**config.mk**
```make
export PLATFORM = sky130hd
export DESIGN_NAME = reorder_buffer
export DESIGN_NICKNAME = d
export VERILOG_FILES = /design/src/rtl/tomasulo_pkg.sv /design/src/rtl/reorder_buffer.sv
export SDC_FILE = /design/constraint.sdc
export NUM_CORES = 1
export LEC_CHECK = 0
export CAP_MARGIN = 20
export CORE_MARGIN = 2
export CORE_UTILIZATION = 32
export CTS_BUF_LIST = sky130_fd_sc_hd__clkbuf_8
export DETAILED_ROUTE_END_ITERATION = 8
export GPL_TIMING_DRIVEN = 0
export PLACE_DENSITY = 0.54
export RECOVER_POWER = 100
export SETUP_SLACK_MARGIN = 0.2
export SYNTH_ARGS = -nofsm -noshare
export SYNTH_HDL_FRONTEND = slang
export SYNTH_SLANG_ARGS = --single-unit
```
**constraint.sdc**
```tcl
create_clock -name i_clock -period 7.9 [get_ports i_clock]
set_input_delay 2.37 -clock i_clock [delete_from_list [all_inputs] [get_ports i_clock]]
set_output_delay 2.37 -clock i_clock [all_outputs]
set_load 0.05 [all_outputs]
```
**src/rtl/tomasulo_pkg.sv**
```systemverilog
// Shared Tomasulo datapath widths and the reorder-buffer entry record.
package tomasulo_pkg;

    localparam int DATA_W    = 16;
    localparam int REG_W     = 4;
    localparam int ROB_DEPTH = 4;

    typedef struct packed {
        logic              busy;
        logic              ready;
        logic [REG_W-1:0]  dest;
        logic [DATA_W-1:0] value;
    } rob_entry_t;

endpackage

```
**src/rtl/reorder_buffer.sv**
```systemverilog
// In-order commit stage: entries are allocated at dispatch, completed by CDB
// broadcasts and retired from the head one per cycle; a read port forwards results.
module reorder_buffer
    import tomasulo_pkg::*;
#(
    parameter int DEPTH = ROB_DEPTH,
    parameter int TAG_W = $clog2(DEPTH)
) (
    input  logic              i_clock,
    input  logic              i_reset,
    input  logic              i_alloc_valid,
    input  logic [REG_W-1:0]  i_alloc_dest,
    output logic              o_alloc_ready,
    output logic [TAG_W-1:0]  o_alloc_tag,
    input  logic              i_cdb_valid,
    input  logic [TAG_W-1:0]  i_cdb_tag,
    input  logic [DATA_W-1:0] i_cdb_data,
    input  logic [TAG_W-1:0]  i_read_tag,
    output logic              o_read_ready,
    output logic [DATA_W-1:0] o_read_data,
    output logic              o_commit_valid,
    output logic [REG_W-1:0]  o_commit_dest,
    output logic [DATA_W-1:0] o_commit_data,
    output logic [TAG_W-1:0]  o_commit_tag,
    input  logic              i_flush,
    output logic              o_full,
    output logic              o_empty,
    output logic [TAG_W:0]    o_count
);

    localparam logic [TAG_W:0] FULL_COUNT = (TAG_W+1)'(DEPTH);

    rob_entry_t        r_entries [DEPTH];
    logic [TAG_W-1:0]  r_head;
    logic [TAG_W-1:0]  r_tail;
    logic [TAG_W:0]    r_count;
    logic              r_commit_valid;
    logic [REG_W-1:0]  r_commit_dest;
    logic [DATA_W-1:0] r_commit_data;
    logic [TAG_W-1:0]  r_commit_tag;

    rob_entry_t        w_head_entry;
    rob_entry_t        w_read_entry;
    logic              w_full;
    logic              w_alloc;
    logic              w_commit;
    logic              w_cdb_hit;

    assign w_full       = (r_count == FULL_COUNT);
    assign w_alloc      = i_alloc_valid && !w_full;
    assign w_head_entry = r_entries[r_head];
    assign w_commit     = w_head_entry.busy && w_head_entry.ready;
    assign w_cdb_hit    = i_cdb_valid && r_entries[i_cdb_tag].busy;
    assign w_read_entry = r_entries[i_read_tag];

    // Allocation is applied last so it overrides a CDB write to the same slot.
    always_ff @(posedge i_clock) begin
        if (i_reset) begin
            for (int i = 0; i < DEPTH; i++) begin
                r_entries[i] <= '0;
            end
            r_head         <= '0;
            r_tail         <= '0;
            r_count        <= '0;
            r_commit_valid <= 1'b0;
            r_commit_dest  <= '0;
            r_commit_data  <= '0;
            r_commit_tag   <= '0;
        end else if (i_flush) begin
            for (int i = 0; i < DEPTH; i++) begin
                r_entries[i].busy  <= 1'b0;
                r_entries[i].ready <= 1'b0;
            end
            r_head         <= '0;
            r_tail         <= '0;
            r_count        <= '0;
            r_commit_valid <= 1'b0;
        end else begin
            if (w_cdb_hit) begin
                r_entries[i_cdb_tag].ready <= 1'b1;
                r_entries[i_cdb_tag].value <= i_cdb_data;
            end
            r_commit_valid <= w_commit;
            if (w_commit) begin
                r_commit_dest           <= w_head_entry.dest;
                r_commit_data           <= w_head_entry.value;
                r_commit_tag            <= r_head;
                r_entries[r_head].busy  <= 1'b0;
                r_entries[r_head].ready <= 1'b0;
                r_head                  <= r_head + 1'b1;
            end
            if (w_alloc) begin
                r_entries[r_tail].busy  <= 1'b1;
                r_entries[r_tail].ready <= 1'b0;
                r_entries[r_tail].dest  <= i_alloc_dest;
                r_tail                  <= r_tail + 1'b1;
            end
            case ({w_alloc, w_commit})
                2'b10:   r_count <= r_count + 1'b1;
                2'b01:   r_count <= r_count - 1'b1;
                default: r_count <= r_count;
            endcase
        end
    end

    assign o_alloc_ready  = !w_full;
    assign o_alloc_tag    = r_tail;
    assign o_full         = w_full;
    assign o_empty        = (r_count == '0);
    assign o_count        = r_count;
    assign o_read_ready   = w_read_entry.busy && w_read_entry.ready;
    assign o_read_data    = o_read_ready ? w_read_entry.value : '0;
    assign o_commit_valid = r_commit_valid;
    assign o_commit_dest  = r_commit_dest;
    assign o_commit_data  = r_commit_data;
    assign o_commit_tag   = r_commit_tag;

endmodule

```
* After elaboration in Yosys (flattened, before gate mapping)
Memory sizes are Yosys's and may differ from the RTL's. A register that Yosys moved wholly into a read port is not among the register bits.
Cells that the tools add are included.
** Storage, ports and cells
- Register bits after elaboration :: 30
- Memory bits (writable) :: 88
- Input port bits :: 29
- Output and inout port bits :: 48
- Word-level logic and storage cells :: 74
- Memories kept :: 1
** Operators by class
- Add/sub/neg operators :: 4
- Equal/unequal tests :: 3
- Mux-type cells :: 38
- Bitwise logic cells :: 9
- Reduce and logical (&&, ||, !) cells :: 12
** Memory list
- r_entries :: depth 4, bits a word 22, read ports 3, clocked after memory_dff 1, write ports 4, line reorder_buffer.sv:33 : rob_entry_t r_entries [DEPTH];
** Operators by type and width (count)
- $mux 22 :: 3
- $reduce_or 22->1 :: 3
- $mux 1 :: 25
- $mux 16 :: 1
- $mux 2 :: 5
- $mux 4 :: 2
- $or 1x1->1 :: 8
- $pmux 3 s2 :: 1
- $add 2x1->2 const B :: 2
- $logic_and 1x1->1 :: 4
- $add 3x1->3 const B :: 1
- $eq 3x3->1 const B :: 1
- $logic_not 3->1 :: 1
- $mux 3 :: 1
- $sub 3x1->3 const B :: 1
- $eq 2x1->1 const B :: 1
- $eq 2x2->1 const B :: 1
- $reduce_and 2->1 :: 1
- $reduce_bool 2->1 :: 1
- $reduce_or 2->1 :: 1
- $logic_not 1->1 :: 1
- $not 1->1 :: 1

* Depth between registers and ports, before layout
Gate-level depths: netlist of the first run.
- Word-level depth :: 9
- Mapped depth :: 12
- Depth with buffers taken out :: 11

* Least setup slack after synthesis of the first run
No wires, ideal clock.
- Path type :: input -> output
- Start :: input i_read_tag[0]
- End :: output o_read_data[0]
- Data arrival time :: 4126 ps
- Data required time :: 5530 ps
- Setup slack :: 1404 ps
- Cell stages on the path :: 4
- Path buffers :: 2
- Cell sequence :: buf_2 > mux4_2 > clkbuf_1 > nor2b_1
** On the way
- Cells in the longest elaborated chain, start to end :: 3
** RTL lines
- start, declared :: line reorder_buffer.sv:18 : input logic [TAG_W-1:0] i_read_tag,
- $mem_v2 4x22 *
- $logic_and 1x1->1 :: line reorder_buffer.sv:111 : assign o_read_ready = w_read_entry.busy && w_read_entry.ready;
- $mux 16 * :: line reorder_buffer.sv:112 : assign o_read_data = o_read_ready ? w_read_entry.value : '0;
- end, declared :: line reorder_buffer.sv:20 : output logic [DATA_W-1:0] o_read_data,
Mark *: on every way between the ends. The rest lies on a longest branch, timed or not.

* Final worst setup path of the first run
- Start :: input i_read_tag[1]
- End :: output o_read_data[14]
Same word-level chain as after synthesis.

==> impl_metrics.toml, run 1 <==
[synth]
synth_cell_types = 36
synth.area.mux_share_pct = 14.9
synth-simple-area-share_pct = 18.3
netlist_area_um2 = 5820
ys_warn_count = 0
synth_enable_flop_cells = 80
yosysSeqAreaShare_pct = 55.1
ys_ff_latch = 120
synth_nets = 481
ys_dominant_reg_cell = "edfxtp_1"
synth_fa_ha_area_share_pct = 2.28
synth_compound_area_share_pct = 5.42
syn_inst = 442
synth_top_family_by_area = "simple AND/OR/NAND/NOR gates"
synth_xor_area_share_pct = 0.452
ys_async_sr_fraction_pct = 0
syn_avg_cell_area_um2 = 13.2

[floorplan]
dieArea_um2 = 19300
design.portCount = 77
core_area_um2 = 17900
rows = 49
start_util_pct = 32.5
die_w_um = 139
dieHeight_um = 139

[global_route]
antenna_found_initial = 0
grt_start_max_net_pins = 17
grt_util_met2_pct = 25.5
grt_pass1_vias = 3984
grt_pass1_wl_um = 22900
met1_usage_pct = 20.8
grtUsageTotal_pct = 16.0
busiest_layer = "met2"
use_met3_pct = 4.32
overflow = 0

[placement]
placedCellCount = 744
hpwl_um = 10300
pre_cts_ws_ns = 0.692
place_area_um2 = 6830
gp_congestion = 0.747
io_buffers = 73

[cells_and_area]
final_cells = 775
final_cell_mix = "edfxtp_1 (80), dlygate4sd3_1 (49), and2_0 (43)"
drive_gt1_share_pct = 14.8
final_common_cell = "edfxtp_1"
nNetsFinal = 573
fin_util_pct = 40.1
area_delta_synth_final_pct = 23.6
antennaDiodeCount = 0
final_area_um2 = 7190

[power_and_ir_drop]
switching_power_mw = 0.307
p_leak_nw = 2.61
p_total_mw = 1.34
combPwrFrac_pct = 6.0
p_int_mw = 1.03
pwr-share-seq_pct = 51.8
vdd_ir_drop_max_uv = 107
pwr-share-clk_pct = 42.2
p_per_area_nw_per_um2 = 186
sw_frac_of_total_pct = 23.0

[detailed_routing]
wire_per_inst_um = 19.2
drc = 0
routed_wl_um = 14900
vias_per_cell = 4.89
via_count = 3793
first_pass_iters = 4
drt_iter0_markers = 303
ant_nets = 0

[critical_path]
crit_top_cell = "clkbuf_1"
cp.arrival_ns = 4.84
cp_cell_sequence = "clkbuf_1, clkbuf_1, mux4_2, nor2b_1, dlygate4sd3_1"
critPathLaunchType = "input port"
crit_fanout = 10
cp.required_ns = 5.53
endpoint_kind = "output port"
cp_slowest_cell = "dlygate4sd3_1"
crit_type = "input port to output port"
slowest_delay_ns = 0.91

[timing]
hold_viol_final = 0
period_share_pct = 91.2
drv_slew = 0
finalWorstSetupSlack_ns = 0.692
min_period_ns = 7.21
setup_viol = 0
tightest_slew_ns = 1.04
timing.hold.ws_ns = 0.470
slew_headroom_pct = 30.4
tns_ns = 0
fin_skew_ns = 0.00973
rsz0062_at_grt = "false"
max_freq_mhz = 139

[clocking]
path_clk_slew_ns = 0.07
tritoncts = "yes"
ctsResizeCount = 0
cts-root-buf = "clkbuf_8"
cts.sinks = 120
cts_buffers = 17
cts_hold_buf = 0
insertion_delay_ns = 0.45
h-tree-depth = 4
post_cts_buffers = 0
clk_path_buf_depth = 2

[flow_run]
max_cap_violations = 0

[run_status]
outcome = "complete, no violations"

[hold_path]
hold_class = "flop to flop"
==> state kept, by name, indices dropped and copies added (netlist names), named ones only <==
register	count
o_commit_valid	1
o_commit_tag	2
r_head	2
o_commit_dest	4
o_count	3
r_entries	88
o_alloc_tag	2
o_commit_data	16
==> routing by layer <==
layer  routed length [µm]  vias up  share of wire (%)
li1                     -     1801                  -
met1                 6740     1885                 45
met2                 7220       87                 49
met3                  658       20                4.4
met4                  244        0                1.6
met5                    0        -                  0
==> final cells by class <==
class                           count  area, µm²
Clock inverter                     14        158
Inverter                           11       41.3
Fill cell                        1695      10700
Sequential cell                   120       3200
Tap cell                          229        287
Multi-Input combinational cell    282       2390
Clock buffer                       17        234
Buffer                             29        145
Timing Repair Buffer               73        731
==> Yosys cell counts (3+ instances only) <==
master / count / share of area (%)
a21oi_1: 27 / 2.3
mux4_2: 38 / 15
o21ai_0: 23 / 2.0
nand2_1: 16 / 1.0
ha_1: 9 / 1.9
and3_1: 10 / 1.1
nor2b_1: 17 / 1.8
buf_6: 4 / 0.77
nand2b_1: 4 / 0.43
nand3b_1: 22 / 2.8
edfxtp_1: 80 / 41
inv_1: 10 / 0.65
or3_1: 3 / 0.32
or2_2: 4 / 0.43
a211oi_1: 4 / 0.52
clkbuf_1: 17 / 1.1
nand3_1: 3 / 0.26
and2_1: 80 / 8.6
dfxtp_1: 40 / 14
nor2_1: 6 / 0.39
buf_2: 5 / 0.43
a31o_1: 4 / 0.60
==> worst max-delay path: cells and delay by family <==
kind,cells,cell delay (ns)
buffers and inverters,3,1.93
multiplexers,1,0.33
AND/OR/NAND/NOR,1,0.21
==> kinds of logic (layout without fill, tap and decap cells) <==
kind of cell             count (synthesis)  after routing
AO/OA/AOI/OAI                           58             58
XOR/XNOR                                 3              3
adder cells (fa/ha/maj)                 10             10
buffers and inverters                   40            144
flip-flops                             120            120
multiplexers                            39             39
AND/OR/NAND/NOR                        172            172
==> path summary, 6_finish.rpt <==
| kind | cells past startpoint | startpoint | slack (ns) | endpoint |
|---|---|---|---|---|
| worst max register to register | 11 | r_entries[0][21] | 5.09 | o_count[2] |
| worst max-delay path | 5 | i_read_tag[1] | 0.69 | o_read_data[14] |
| worst min register to register | 2 | r_entries[3][20] | 0.47 | r_entries[3][20] |
| worst min-delay path | 2 | r_entries[3][20] | 0.47 | r_entries[3][20] |
==> power by group through the flow <==
stage               Sequential (mW)  Clock, mW  Combinational, mW
finish                        0.692      0.563             0.0804
global route                  0.694      0.598             0.0868
CTS                           0.692      0.575             0.0835
detailed placement            0.706          0             0.0833
global placement              0.704          0             0.0824
floorplan                     0.705          0             0.0455
No activity file was read; power rests on OpenSTA's default activity.
==> run 2: changes to the inputs <==
Settings changed: ABC_AREA set to 1, GPL_TIMING_DRIVEN 0 to unset.
==> run 2 against run 1 <==
The flow now finishes with violations (max-capacitance violations, max-slew violations). Sequential share of layout area fell by 0.94 points. Final area rose by 2.2%. Non-clock buffer count fell by 21. Flip-flop and latch count did not move. Setup slack improved by 0.0019 ns. Clock skew fell by 0.00088 ns. Power fell by 1.1%. Via count rose by 27%. Global-route usage rose by 0.36 points. Worst hold slack improved by 0.040 ns.
==> impl_metrics.toml, run 2 <==
[synth]
synth_commonest_cells = "nor2_1 (161), nand2_1 (95), o21ai_0 (83)"
synth_top_area_share_pct = 39.7
synth_cell_types = 28
ys_ff_latch = 120
syn_inst = 712
syn_avg_cell_area_um2 = 8.49
synth_most_common_cell = "nor2_1"
synth_top_cell_by_area = "edfxtp_1"
netlist_top_cells_area = "edfxtp_1 (40%), dfxtp_1 (13%), nor2_1 (10%)"
ys_warn_count = 0
netlist_area_um2 = 6040
ys_dominant_reg_cell = "edfxtp_1"
ys_async_sr_fraction_pct = 0
yosysSeqAreaShare_pct = 53.0
synth_nets = 751
synth_enable_flop_cells = 80

[power_and_ir_drop]
pwr-share-clk_pct = 38.7
p_total_mw = 1.32
switching_power_mw = 0.325
vdd_ir_drop_max_uv = 113
combPwrFrac_pct = 8.9
p_per_area_nw_per_um2 = 180
p_int_mw = 0.996
p_leak_nw = 3.15
sw_frac_of_total_pct = 24.6
pwr-share-seq_pct = 52.4

[global_route]
grt_pass1_vias = 4460
met1_usage_pct = 22.9
grt_util_met2_pct = 24.9
grt_pass1_wl_um = 24800
busiest_layer = "met2"
grt_start_max_net_pins = 62
overflow = 0
antenna_found_initial = 1
grtUsageTotal_pct = 16.4
use_met3_pct = 3.54

[timing]
tightest_slew_ns = 1.66
hold_viol_final = 0
min_period_ns = 7.21
fin_skew_ns = 0.00885
tns_ns = 0
max_freq_mhz = 139
drv_slew = 44
slew_headroom_pct = -11.2
period_share_pct = 91.2
setup_viol = 0
rsz0062_at_grt = "false"

[floorplan]
dieHeight_um = 141
rows = 50
design.portCount = 77
start_util_pct = 32.4
die_w_um = 141
dieArea_um2 = 20000
core_area_um2 = 18600

[detailed_routing]
drt_iter0_markers = 328
routed_wl_um = 15900
first_pass_iters = 6
vias_per_cell = 4.70
drc = 0
wire_per_inst_um = 15.5
via_count = 4807
ant_nets = 0

[critical_path]
cp_slowest_cell = "dlygate4sd3_1"
critPathBufInv = 4
cp_cell_sequence = "dlygate4sd3_1, inv_1, o21bai_1, o22ai_2, buf_4, a21oi_1, buf_12"
cp.arrival_ns = 4.84
cp_top_family = "buffers and inverters"
endpoint_kind = "output port"
crit_fanout = 18
cp.required_ns = 5.53
critPathLaunchType = "input port"
slowest_delay_ns = 0.91
crit_type = "input port to output port"

[clocking]
ctsResizeCount = 0
path_clk_slew_ns = 0.07
cts-root-buf = "clkbuf_8"
h-tree-depth = 4
clk_path_buf_depth = 2
cts_hold_buf = 0
insertion_delay_ns = 0.44
cts.sinks = 120
cts_buffers = 17
post_cts_buffers = 0
tritoncts = "yes"

[cells_and_area]
final_cell_mix = "nor2_1 (163), nand2_1 (96), inv_1 (87)"
largest_register = "r_entries"
drive_gt1_share_pct = 7.74
largest_register_ffs = 88
area_delta_synth_final_pct = 21.4
final_common_cell = "nor2_1"
nNetsFinal = 815

[flow_run]
max_cap_violations = 1

[placement]
hpwl_um = 10000
io_buffers = 76
gp_congestion = 0.749

[run_status]
outcome = "complete, but fails checks"
violations = "max-capacitance violations, max-slew violations"

[hold_path]
hold_class = "flop to flop"
run 2: metrics by stage:
step	util [%]	worst slack (ns)	hold slack [ns]	cell area, µm²	cells
after floorplan	-	1.79	0.509	6040	712
after global placement	37.9	1.01	0.501	7070	991
after detailed placement	37.9	0.978	0.501	7070	991
after CTS	39.8	0.975	0.515	7420	1022
after global routing	39.4	0.548	0.539	7340	1023
final	39.4	0.694	0.510	7340	1023
run 2: cells by family (layout without fill, tap and decap cells):
| family | count (synthesis) | in the layout | share of synthesized area [%] |
|---|---|---|---|
| other cells | 0 | 1 | 0 |
| fa+ha+maj | 10 | 10 | 2.19 |
| flops | 120 | 120 | 53.0 |
| simple gates | 288 | 288 | 20.4 |
| compound gates | 172 | 172 | 15.2 |
| buf+inv | 122 | 198 | 9.27 |
run 2: power by group through the flow:
stage	clock network [mW]	logic, mW	registers [mW]
3_3_place_gp	0	0.122	0.706
5_1_grt	0.547	0.128	0.694
3_5_place_dp	0	0.121	0.706
2_1_floorplan	0	0.0650	0.706
6_report	0.511	0.117	0.692
4_1_cts	0.520	0.122	0.692
run 2: final timing paths:
path,startpoint,endpoint,slack (ns),cells after the start
worst min register to register,o_count[2],o_count[2],0.51,2
worst min-delay path,o_count[2],o_count[2],0.51,2
worst max register to register,flop,o_commit_tag[1],4.45,6
worst max-delay path,i_read_tag[0],o_read_data[4],0.69,7
run 2: cell type report:
cell class | count | area, µm²
Fill cell | 1918 | 11300
Tap cell | 234 | 293
Sequential cell | 120 | 3200
Multi-Input combinational cell | 470 | 2200
Inverter | 86 | 325
Antenna cell | 1 | 2.50
Clock inverter | 14 | 118
Clock buffer | 17 | 234
Timing Repair Buffer | 81 | 968
run 2: metal layers:
metal,wire [µm],share of wire [%]
met1,7770,49
met3,805,5.1
met4,199,1.3
met5,0,0
met2,7130,45
run 2: worst register-to-register path, stage by stage, from the launching register on:
cell	delay [ns]
dfxtp_1	0.74
buf_4	0.41
inv_1	0.20
nand3_2	0.12
nand3_1	1.13
nor2_1	0.64
nor2_1	0.09
==> run 3: changes to the inputs <==
Settings changed: ABC_AREA 1 to unset, CORE_UTILIZATION 32 to 50, HOLD_SLACK_MARGIN set to 0.15, PLACE_DENSITY 0.54 to 0.77.
==> run 3 against run 2 <==
The run now ends clean. Combinational power is 32% lower. Critical endpoint is now o_read_data[2]. Via count is 19% lower. First-iteration DRC count is 2.7% higher. Non-clock buffer count stayed put. Clock-buffer cell count stayed put. Worst hold slack worse by 0.041 ns. Highest routed layer unchanged.
==> impl_metrics.toml, run 3 (synthesized netlist as in run 1, its figures left out) <==
[run_status]
outcome = "complete, no violations"

[placement]
hpwl_um = 8400
pre_cts_ws_ns = 1.06
io_buffers = 76
gp_congestion = 0.779
place_area_um2 = 6700

[clocking]
clk_path_buf_depth = 2
cts-root-buf = "clkbuf_8"
cts_buffers = 17
insertion_delay_ns = 0.44
h-tree-depth = 4
cts_hold_buf = 0
cts.sinks = 120
tritoncts = "yes"
ctsResizeCount = 0
post_cts_buffers = 0
path_clk_slew_ns = 0.07

[detailed_routing]
via_count = 3873
vias_per_cell = 5.79
first_pass_iters = 5
drc = 0
routed_wl_um = 12700
drt_iter0_markers = 337
wire_per_inst_um = 19.0
ant_nets = 0

[global_route]
overflow = 0
grt_pass1_wl_um = 20100
grtUsageTotal_pct = 21.4
grt_pass1_vias = 3803
grt_start_max_net_pins = 47
antenna_found_initial = 0

[hold_path]
hold_start = "o_commit_data[6]"
hold_class = "flop to flop"

[timing]
timing.hold.ws_ns = 0.469
tns_ns = 0
period_share_pct = 90.6
finalWorstSetupSlack_ns = 0.746
tightest_slew_ns = 1.38
min_period_ns = 7.15
setup_viol = 0
drv_slew = 0
max_freq_mhz = 140
fin_skew_ns = 0.0109
hold_viol_final = 0
slew_headroom_pct = 7.90
rsz0062_at_grt = "false"

[critical_path]
critPathBufInv = 2
endpoint_kind = "output port"
cp.arrival_ns = 4.78
critPathLaunchType = "input port"
cp_slowest_cell = "dlygate4sd3_1"
crit_type = "input port to output port"
cp_cell_sequence = "dlygate4sd3_1, mux4_2, nor2b_1, clkbuf_1"
slowest_delay_ns = 0.87
cp-startpoint = "i_read_tag[0]"
cp_top_family = "buffers and inverters"
crit_fanout = 17
cp.required_ns = 5.53

[cells_and_area]
nFillCells = 865
largest_register_ffs = 88
area_delta_synth_final_pct = 20.1
final_common_cell = "edfxtp_1"
largest_register = "r_entries"
antennaDiodeCount = 0
nNetsFinal = 552
drive_gt1_share_pct = 15.4
final_cell_mix = "edfxtp_1 (80), and2_1 (45), dfxtp_1 (40)"
final_area_um2 = 6980

[flow_run]
max_cap_violations = 0

[power_and_ir_drop]
vdd_ir_drop_max_uv = 122
pwr-share-seq_pct = 48.2
p_leak_nw = 2.54
pwr-share-clk_pct = 46.3
p_int_mw = 1.13
p_total_mw = 1.44
switching_power_mw = 0.304
combPwrFrac_pct = 5.5
p_per_area_nw_per_um2 = 206
sw_frac_of_total_pct = 21.1

[floorplan]
rows = 39
dieHeight_um = 112
core_area_um2 = 11400
design.portCount = 77
die_w_um = 112
dieArea_um2 = 12500
start_util_pct = 51.1
-- run 3: cell count changes in the layout (fill, tap and decap cells not counted), moves of 22 or more --
cell | previous run | this run
a21oi_1 | 54 | 27
mux4_2 | 0 | 38
nand2_1 | 96 | 16
inv_1 | 87 | 10
and2_1 | 0 | 45
o21ai_0 | 83 | 23
nand3b_1 | 0 | 22
and2_0 | 0 | 35
nor2_1 | 163 | 7
-- run 3: through the flow --
step	instances	utilization [%]
floorplan	442	-
global placement	637	58.9
detailed placement	637	58.9
CTS	669	63.1
global route	669	61.4
finish	669	61.4
-- run 3: final timing paths --
path	end	slack, ns	depth (start not counted)
min	o_commit_data[6]	0.47	2
max reg2reg	o_count[2]	4.31	8
min reg2reg	o_commit_data[6]	0.47	2
max	o_read_data[2]	0.75	4
-- run 3: power by group through the flow --
stage,logic (mW),registers (mW),clock network [mW]
after floorplan,0.0455,0.705,0
after global placement,0.0789,0.705,0
final,0.0792,0.692,0.665
after detailed placement,0.0803,0.706,0
after CTS,0.0808,0.692,0.669
after global routing,0.0843,0.694,0.696
-- run 3: worst reg2reg max path, cell delays in order (launching register included) --
cell,delay [ns]
dfxtp_1,1.03
mux4_2,0.65
inv_2,0.50
ha_1,0.29
inv_1,0.07
fa_1,0.37
xor2_1,0.15
or3_1,0.30
a21oi_1,0.15
-- run 3: layout make-up --
cell class	instances	area, µm²	area share, %
clock inverter	15	244	3.49
timing repair buffer	81	696	9.96
tap	143	179	2.56
sequential	120	3200	45.9
multi-input combinational	282	2390	34.2
clock buffer	17	234	3.35
inverter	11	41.3	0.591
-- run 3: metal layers --
layer	GRT usage [%]	share of wire (%)	wire [µm]	vias up
met3	5.50	6.8	868	27
met2	34.9	50	6430	152
li1	-	-	-	1763
met5	0	0	0	-
met1	28.0	41	5230	1931
met4	7.57	1.6	208	0
